File: config.mk
export PLATFORM = sky130hd
export DESIGN_NAME = fu_logic_pipe
export DESIGN_NICKNAME = d
export VERILOG_FILES = /design/src/rtl/fu_logic_pipe.sv
export SDC_FILE = /design/constraint.sdc
export NUM_CORES = 1
export LEC_CHECK = 0
export CORE_AREA = 2 2 145 147
export DETAILED_ROUTE_END_ITERATION = 12
export DIE_AREA = 0 0 147 149
export PLACE_DENSITY_LB_ADDON = 0.05
export SETUP_SLACK_MARGIN = 0.3
export SKIP_LAST_GASP = 1
export SYNTH_ARGS = -nofsm -noshare
export SYNTH_HDL_FRONTEND = slang
export SYNTH_SLANG_ARGS = --single-unit
File: constraint.sdc
create_clock -name clk -period 2.73 [get_ports clk]
set_input_delay 0.546 -clock clk [delete_from_list [all_inputs] [get_ports clk]]
set_output_delay 0.546 -clock clk [all_outputs]
set_load 0.05 [all_outputs]
File: src/rtl/fu_logic_pipe.sv
// Pipelined bitwise-logic functional unit: one issue per cycle, LATENCY-deep
// result pipeline whose head is held until the broadcast queue accepts it.
module fu_logic_pipe #(
  parameter int DATA_WIDTH = 32,
  parameter int LATENCY    = 1,
  parameter int TAG_WIDTH  = 7,
  parameter int OCC_WIDTH  = $clog2(LATENCY + 1)
) (
  input  logic                  clk,
  input  logic                  rst,
  input  logic                  ce,
  output logic                  idle,
  input  logic [2:0]            op,
  input  logic [TAG_WIDTH-1:0]  executionTag_in,
  input  logic [DATA_WIDTH-1:0] data_0,
  input  logic [DATA_WIDTH-1:0] data_1,
  output logic [DATA_WIDTH-1:0] result,
  output logic                  done,
  output logic [TAG_WIDTH-1:0]  executionTag_out,
  input  logic                  queued,
  output logic [OCC_WIDTH-1:0]  occupancy
);

  // Handshake: the head entry (done=1) retires on an edge where queued=1;
  // while done=1 and queued=0 the whole pipeline holds and issues are dropped.
  logic [LATENCY-1:0]    vld_q, vld_d;
  logic [DATA_WIDTH-1:0] res_q [LATENCY];
  logic [DATA_WIDTH-1:0] res_d [LATENCY];
  logic [TAG_WIDTH-1:0]  tag_q [LATENCY];
  logic [TAG_WIDTH-1:0]  tag_d [LATENCY];
  logic [OCC_WIDTH-1:0]  occ_q, occ_d;

  logic                  stall;
  logic                  issue;
  logic                  retire;
  logic [DATA_WIDTH-1:0] func;

  always_comb begin
    func = '0;
    case (op)
      3'd0: func = data_0 & data_1;
      3'd1: func = data_0 | data_1;
      3'd2: func = data_0 ^ data_1;
      3'd3: func = ~(data_0 ^ data_1);
      3'd4: func = data_0 & ~data_1;
      3'd5: func = data_0 | ~data_1;
      3'd6: func = ~(data_0 | data_1);
      3'd7: func = ~(data_0 & data_1);
      default: func = '0;
    endcase
  end

  always_comb begin
    stall  = vld_q[LATENCY-1] & ~queued;
    issue  = ce & ~stall;
    retire = vld_q[LATENCY-1] & queued;

    vld_d = vld_q;
    res_d = res_q;
    tag_d = tag_q;
    occ_d = occ_q;

    if (!stall) begin
      vld_d[0] = issue;
      if (issue) begin
        res_d[0] = func;
        tag_d[0] = executionTag_in;
      end
      // Bubbles move through freely; payload only moves with a valid entry.
      for (int k = 1; k < LATENCY; k++) begin
        vld_d[k] = vld_q[k-1];
        if (vld_q[k-1]) begin
          res_d[k] = res_q[k-1];
          tag_d[k] = tag_q[k-1];
        end
      end
    end

    case ({issue, retire})
      2'b10:   occ_d = occ_q + OCC_WIDTH'(1);
      2'b01:   occ_d = occ_q - OCC_WIDTH'(1);
      default: occ_d = occ_q;
    endcase
  end

  always_ff @(posedge clk or negedge rst) begin
    if (!rst) begin
      vld_q <= '0;
      occ_q <= '0;
      for (int k = 0; k < LATENCY; k++) begin
        res_q[k] <= '0;
        tag_q[k] <= '0;
      end
    end else begin
      vld_q <= vld_d;
      occ_q <= occ_d;
      res_q <= res_d;
      tag_q <= tag_d;
    end
  end

  assign idle             = ~stall;
  assign done             = vld_q[LATENCY-1];
  assign result           = res_q[LATENCY-1];
  assign executionTag_out = tag_q[LATENCY-1];
  assign occupancy        = occ_q;

endmodule

# == Yosys cells after proc, flatten, opt, wreduce, memory -nomap -nowiden ==
# Cells that the tools add are included.
# classes
mul,0
n_mux,2
shifts,0
eq_ne,9
n_reduce_logical,3
div_mod_pow,0
bitwise,14
magnitude_cmp,0
addsub,2
# ops
cell,n
$pmux 32 s8,1
$not 32->32,4
$and 32x32->32,2
$or 32x32->32,2
$xor 32x32->32,1
$eq 3x3->1 const B,4
$eq 3x2->1 const B,2
$and 1x1->1,3
$eq 3x1->1 const B,1
$logic_not 3->1,1
$eq 2x1->1 const B,1
$eq 2x2->1 const B,1
$not 1->1,2
$pmux 1 s2,1
$reduce_and 2->1,1
$reduce_bool 2->1,1
$add 1x1->1 const B,1
$sub 1x1->1 const B,1
# word_totals
rom_bits,0
mem_bits_rw,0
latch_bits,0
input_bits,78
ff_bits,41
memories,0

# == Longest topological paths before layout ==
# Gate-level depths: netlist (run 1).
# depth
ltp_word,6
ltp_mapped,8
mapped_depth_nobuf,6

# == Worst setup path before layout (run 1) ==
# Ideal clock, no wire load.
# synth_timing
path_type,reg2reg
startpoint,register vld_q (netlist: done)
endpoint,register tag_q (netlist bit executionTag_out[0])
synth_period_minus_slack_ps,2111
required_ps,2605
t_arrival_ps,1986
path_stages_with_launch,5
path_buffers,1
path_slack_ps,619
cell_sequence,dfrtp_1 -> nand2b_1 -> nand2_1 -> buf_2 -> mux2_2
# synth_between
elab_chain_cells,4
# synth_rtl
item,line_no,rtl
"start, declared",26,"logic [LATENCY-1:0] vld_q, vld_d;"
"start signal, assigned",95,vld_q <= vld_d;
$and 1x1->1 (*),54,stall = vld_q[LATENCY-1] & ~queued;
$not 1->1 (no source line) (*),--,
named net idle,12,"output logic idle,"
$and 1x1->1,55,issue = ce & ~stall;
$reduce_and 2->1 (no source line) (*),--,
"end signal, assigned",98,tag_q <= tag_d;
"end, declared",29,logic [TAG_WIDTH-1:0] tag_q [LATENCY];
# Mark *: on every way through the listed nets, which the timed path passes. The rest lies on a longest branch.
# A chain may end at the register's enable or synchronous reset.

# == Final worst setup path (run 1) ==
# layout_timing
startpoint,register res_q (netlist bit result[22])
endpoint,output port result[22]
# layout_lines
item,line_no,rtl
"start, declared",27,logic [DATA_WIDTH-1:0] res_q [LATENCY];
"start signal, assigned",97,res_q <= res_d;
"end, declared",17,"output logic [DATA_WIDTH-1:0] result,"
# No word-level cell between the ends.

==> results of run 1 <==
-- worst paths after layout --
| path | cells after the start | to | slack (ns) |
|---|---|---|---|
| hold reg to reg | 1 | occupancy | 0.49 |
| setup / recovery | 1 | result[22] | 0.66 |
| max in group asynchronous | 2 | result[30] | 2.11 |
| hold / removal | 1 | result[10] | 0.04 |
| min in group clk | 1 | occupancy | 0.49 |
| setup reg to reg | 4 | executionTag_out[2] | 1.21 |
-- area by class of cell --
cell class	instances	share of cell area, %
multi-input cells	580	59.03
flip-flops and latches	41	13.63
inverters	65	3.241
clock buffers	6	1.845
clock inverters	2	0.4986
well taps	275	4.570
repair buffers	132	17.18
-- registers in the layout, summed over array words and instances (netlist names) --
| register | cells |
|---|---|
| done | 1 |
| executionTag_out | 7 |
| occupancy | 1 |
| result | 32 |
-- kinds of logic (layout without fill, tap and decap cells) --
| family | count (synthesis) | in the layout | share of synthesized area [%] |
|---|---|---|---|
| mux | 10 | 10 | 1.802 |
| buf+inv | 120 | 205 | 9.567 |
| xor+xnor | 1 | 1 | 0.1450 |
| compound gates | 189 | 189 | 21.81 |
| flops | 41 | 41 | 16.98 |
| simple gates | 252 | 252 | 23.19 |
| fa+ha+maj | 128 | 128 | 26.51 |
-- cell usage after synthesis (all sizes together) --
library cell / n / area, sq um
a211oi: 1 / 7.510
nand2b: 47 / 294.0
and3: 16 / 100.1
mux2i: 3 / 30.03
dfrtp: 41 / 1026
buf: 35 / 257.8
o21bai: 12 / 90.09
clkbuf: 20 / 76.32
a22oi: 19 / 142.6
o31ai: 1 / 7.510
nand2: 28 / 105.1
xor2: 1 / 8.760
nor3b: 25 / 192.7
nand3: 1 / 5.000
a21oi: 15 / 75.07
a22o: 30 / 262.8
a21o: 1 / 7.510
or3: 1 / 6.260
nor2b: 67 / 419.2
o211ai: 37 / 277.8
inv: 65 / 244.0
mux2: 7 / 78.83
nor2: 64 / 250.2
and4b: 1 / 10.01
or2: 1 / 6.260
a21boi: 1 / 7.510
and4bb: 1 / 12.51
ha: 128 / 1602
o211a: 15 / 150.1
o21ai: 54 / 270.3
a31oi: 3 / 18.77
-- routing by layer --
| metal | up-vias | track usage (%) | wire length, um |
|---|---|---|---|
| met3 | 10 | 2.171 | 575 |
| li1 | 2675 | - | - |
| met5 | - | 0 | 0 |
| met4 | 0 | 3.894 | 155 |
| met1 | 2554 | 19.03 | 7453 |
| met2 | 108 | 27.70 | 8433 |
-- power breakdown --
| group | switching (mW) | leakage, nW | total (mW) | internal [mW] |
|---|---|---|---|---|
| sequential | 0.0707 | 0.500 | 0.785 | 0.714 |
| combinational | 0.843 | 2.99 | 1.42 | 0.579 |
| clock | 0.308 | 0.0831 | 0.767 | 0.458 |
| total | 1.22 | 3.58 | 2.97 | 1.75 |
-- stage by stage --
stage               setup WS (ns)  hold slack, ns  std cells
floorplan                  0.6189          0.2504        741
global placement           0.4932          0.3709       1093
detailed placement         0.4765          0.3682       1093
CTS                        0.6339         0.03772       1101
global route               0.6241         0.04236       1101
finish                     0.6553         0.04430       1101
==> metrics.yaml, run 1 <==
worst_path_largest_cell_delay_ns: 0.82
cp.arrival_ns: 1.53
crit_slowest_cell: "clkdlybuf4s50_1"
clk_latency_ns: 0.31
fp.dieH_um: 149
syn_inst: 741
grt_setup_unrepaired: "false"
run_status: "finished clean"
finalSetupTns_ns: 0
tightest_slew_ns: 0.9977
finalCritPeriodShare_pct: 76.00
fin_util_pct: 36.62
r2r-start: "done"
antennaDiodeCount: 0
synth.distinct_cells: 41
postRouteAntennaNets: 0
p_total_mw: 2.974
skew_ns: 0.008380
worstPathCellList: "clkdlybuf4s50_1"
core_sq_mm: 0.02056
endpoint_kind: "output pin"
initialDrtViolationCount: 257
peakVddDrop_mv: 0.2098
fill_cells: 2102
cp_num_buf_inv: 1
gp_congestion: 0.7551
finalMaxSlewViolations: 0
cts_sinks: 41
ys_seq_area_share_pct: 16.98
drive_above_1_share_pct: 5.085
fin_crit_ns: 2.075
hold_class: "in2async"
avgSynthCellArea_sq_um: 8.154
synth-seq-cells: 41
cts.repair.resized: 0
wire_per_inst_um: 15.09
seqCellArea_sq_mm: 0.001026
syn_to_final_growth_pct: 24.60
cellLeakagePower_nw: 3.575
cts_buffers: 5
cp.required_ns: 2.18
num-nets-final: 1031
final_cell_mix: "ha_1 (128), clkdlybuf4s50_1 (114), nor2b_1 (66)"
clockBufferDepth: 2
grt_pass1_vias: 5337
worst-setup-path-type: "reg2out"
cts_root_buf: "clkbuf_16"
cts_max_level: 2
ios: 120
grt_use_total_pct: 15.26
cp-start-kind: "flip-flop"
holdBufCountCts: 0
synth_nets: 947
via_per_inst: 4.856
cts_tree: "built"
ys_warn_count: 0
initial_core_util_pct: 29.39
timing.fmax_ghz: 0.4820
crit_fanout: 2
layout_commonest_cell: "ha_1"
drc: 0
postPlaceCellArea_sq_mm: 0.007352
antenna_found_initial: 0
hpwlAfterDp_mm: 11.59
finalSetupViolCount: 0
maxCapViolCount: 0
finalHoldViolCount: 0
multi_input_area_sq_mm: 0.004444
vias: 5347
grt_max_degree: 148
grt_pass1_wl_mm: 26.93
firstDrtPassIters: 4
final_area_sq_mm: 0.007528
dieArea_sq_mm: 0.02190
slew_headroom_pct: 33.41
grt-ovfl-total: 0
power.density_mw_per_mm2: 395.0
cts_setup_buffers: 0
startpoint: "result[22]"
die_w_um: 147
row_count: 53
syn-cell-area_sq_mm: 0.006042
cts.clk_slew.worst_paths_ns: 0.07
portBuffers: 119
drt_wl_total_mm: 16.62
crit_family: "buffers and inverters"
No activity file was read; power rests on OpenSTA's default activity.
==> inputs of run 2 (changes only) <==
==> constraint.sdc (replaced) <==
create_clock -name clk -period 1.67 [get_ports clk]
set_input_delay 0.334 -clock clk [delete_from_list [all_inputs] [get_ports clk]]
set_output_delay 0.334 -clock clk [all_outputs]
set_load 0.05 [all_outputs]
==> run 2 against run 1 <==
Sequential power increased by 64%. Critical path type unchanged. Critical path depth up 2. Global-route usage up 1.0 points. Highest routed layer unchanged. First-iteration DRC count is 25% lower.
==> metrics.yaml, run 2 (same netlist as run 1, synthesis figures left out) <==
grt_pass1_vias: 5800  # +8.7%
endpoint_kind: "output pin"
run_status: "finished clean"
cts.clk_slew.worst_paths_ns: 0.07  # about the same
via_per_inst: 4.834  # -0.46%
finalSetupTns_ns: 0  # unchanged
crit_fanout: 3  # +1
portBuffers: 119  # unchanged
initial_core_util_pct: 29.39  # unchanged
fin_crit_ns: 1.380
grt-ovfl-total: 0  # unchanged
num-nets-final: 1128  # +9.4%
cp.arrival_ns: 1.05  # -0.48 ns
grt_setup_unrepaired: "true"
maxCapViolCount: 0  # unchanged
gp_congestion: 0.8021  # +6.2%
peakVddDrop_mv: 0.3204  # +53%
cp.required_ns: 1.34  # -0.84 ns
worst-setup-path-type: "reg2out"
crit_slowest_cell: "dfrtp_2"
rrSetupSlack_ns: 0.31  # -0.90 ns
grt_use_total_pct: 16.30  # +1.0 points
clk_latency_ns: 0.30  # about the same
timing.fmax_ghz: 0.7246
rr_worst_depth: 5  # +1
grt_max_degree: 93  # -37%
clockBufferDepth: 2  # unchanged
tightest_slew_ns: 0.2661  # -0.7316 ns
drive_above_1_share_pct: 24.81  # +20 points
finalCritPeriodShare_pct: 82.64
r2r-start: "done"
core_sq_mm: 0.02056  # unchanged
multi_input_area_sq_mm: 0.004723  # +6.3%
final_cell_mix: "buf_4 (129), ha_1 (111), nor2b_1 (66)"
syn_to_final_growth_pct: 42.53
vias: 5801  # +8.5%
worst_path_largest_cell_delay_ns: 0.44  # -0.38 ns
finalMaxSlewViolations: 0  # unchanged
layout_commonest_cell: "buf_4"
seqCellArea_sq_mm: 0.001027  # +0.12%
antenna_found_initial: 2  # +2
ios: 120  # unchanged
cts_root_buf: "clkbuf_16"
cellLeakagePower_nw: 4.303  # +20%
firstDrtPassIters: 4  # unchanged
hold_class: "in2async"
finalHoldViolCount: 0  # unchanged
hpwlAfterDp_mm: 13.09  # +13%
cts_sinks: 41  # unchanged
dieArea_sq_mm: 0.02190  # unchanged
initialDrtViolationCount: 192  # -25%
wire_per_inst_um: 16.27  # +7.8%
r2r_end: "executionTag_out[0]"
cts_buffers: 5  # unchanged
hold_slack_ns: 0.4357  # +0.3914 ns
finalSetupViolCount: 0  # unchanged
fp.dieH_um: 149  # unchanged
cp-start-kind: "flip-flop"
largest_reg_flops: 32  # unchanged
grt_pass1_wl_mm: 28.92  # +7.4%
p_total_mw: 5.091  # +71%
startpoint: "done"
power.density_mw_per_mm2: 591.2  # +50%
fin_util_pct: 41.89  # +5.3 points
skew_ns: 0.006759  # -0.001621 ns
drt_wl_total_mm: 19.52  # +17%
slew_headroom_pct: 81.75  # +48 points
worstPathCellList: "nand2b_4 > buf_6 > buf_12"
die_w_um: 147  # unchanged
cts_tree: "built"
final_area_sq_mm: 0.008612  # +14%
drc: 0  # unchanged
postRouteAntennaNets: 0  # unchanged
postPlaceCellArea_sq_mm: 0.008036  # +9.3%
fill_cells: 2113  # +0.52%
row_count: 53  # unchanged
cts_max_level: 2  # unchanged
-- run 2: power breakdown --
group          internal (mW)  leakage (nW)  switching (mW)  total [mW]
Clock                  0.706        0.0809           0.476        1.18
Combinational           1.11          3.72            1.51        2.62
Sequential              1.17         0.499           0.124        1.29
-- run 2: stage by stage --
stage | cells | setup WS [ns]
floorplan | 741 | 0.2433
global placement | 1178 | -0.1969
detailed placement | 1178 | -0.2838
CTS | 1191 | 0.2770
global route | 1200 | 0.2475
finish | 1200 | 0.2900
-- run 2: worst max-delay path by stage --
stage	endpoint	slack, ns	cells past startpoint
floorplan	result[10]	0.24	7
global placement	result[21]	-0.20	7
detailed placement	result[3]	-0.28	7
CTS	idle	0.28	3
global route	idle	0.25	3
finish	idle	0.29	3
-- run 2: area by class of cell --
| cell class | instances | share of cell area [%] |
|---|---|---|
| antenna | 2 | 0.05811 |
| clock inverter | 2 | 0.4068 |
| timing repair buffer | 229 | 24.44 |
| multi-input combinational | 580 | 54.85 |
| sequential | 41 | 11.93 |
| inverter | 65 | 2.833 |
| clock buffer | 6 | 1.496 |
| tap | 275 | 3.995 |
-- run 2: critical path: cells and delay by family, from the launching register on --
| family | cells | cell delay, ns |
|---|---|---|
| AND/OR/NAND/NOR | 1 | 0.08 |
| buffers and inverters | 2 | 0.22 |
| flip-flops | 1 | 0.44 |
-- run 2: repair_timing --
item,4_1_cts,5_1_grt
pin swaps,52,9
hold buffers,1,0
setup buffers,4,0
hold endpoints to repair,2,0
gates resized for setup,116,34
endpoints found under the setup margin,39,39
gates cloned,0,7
-- run 2: per-layer routing --
layer | vias up | share of wire, % | global-route usage [%]
met5 | - | 0 | 0
met4 | 0 | 1.5 | 3.990
met3 | 14 | 3.9 | 2.752
met2 | 113 | 51 | 31.22
met1 | 2797 | 43 | 18.82
li1 | 2877 | - | -
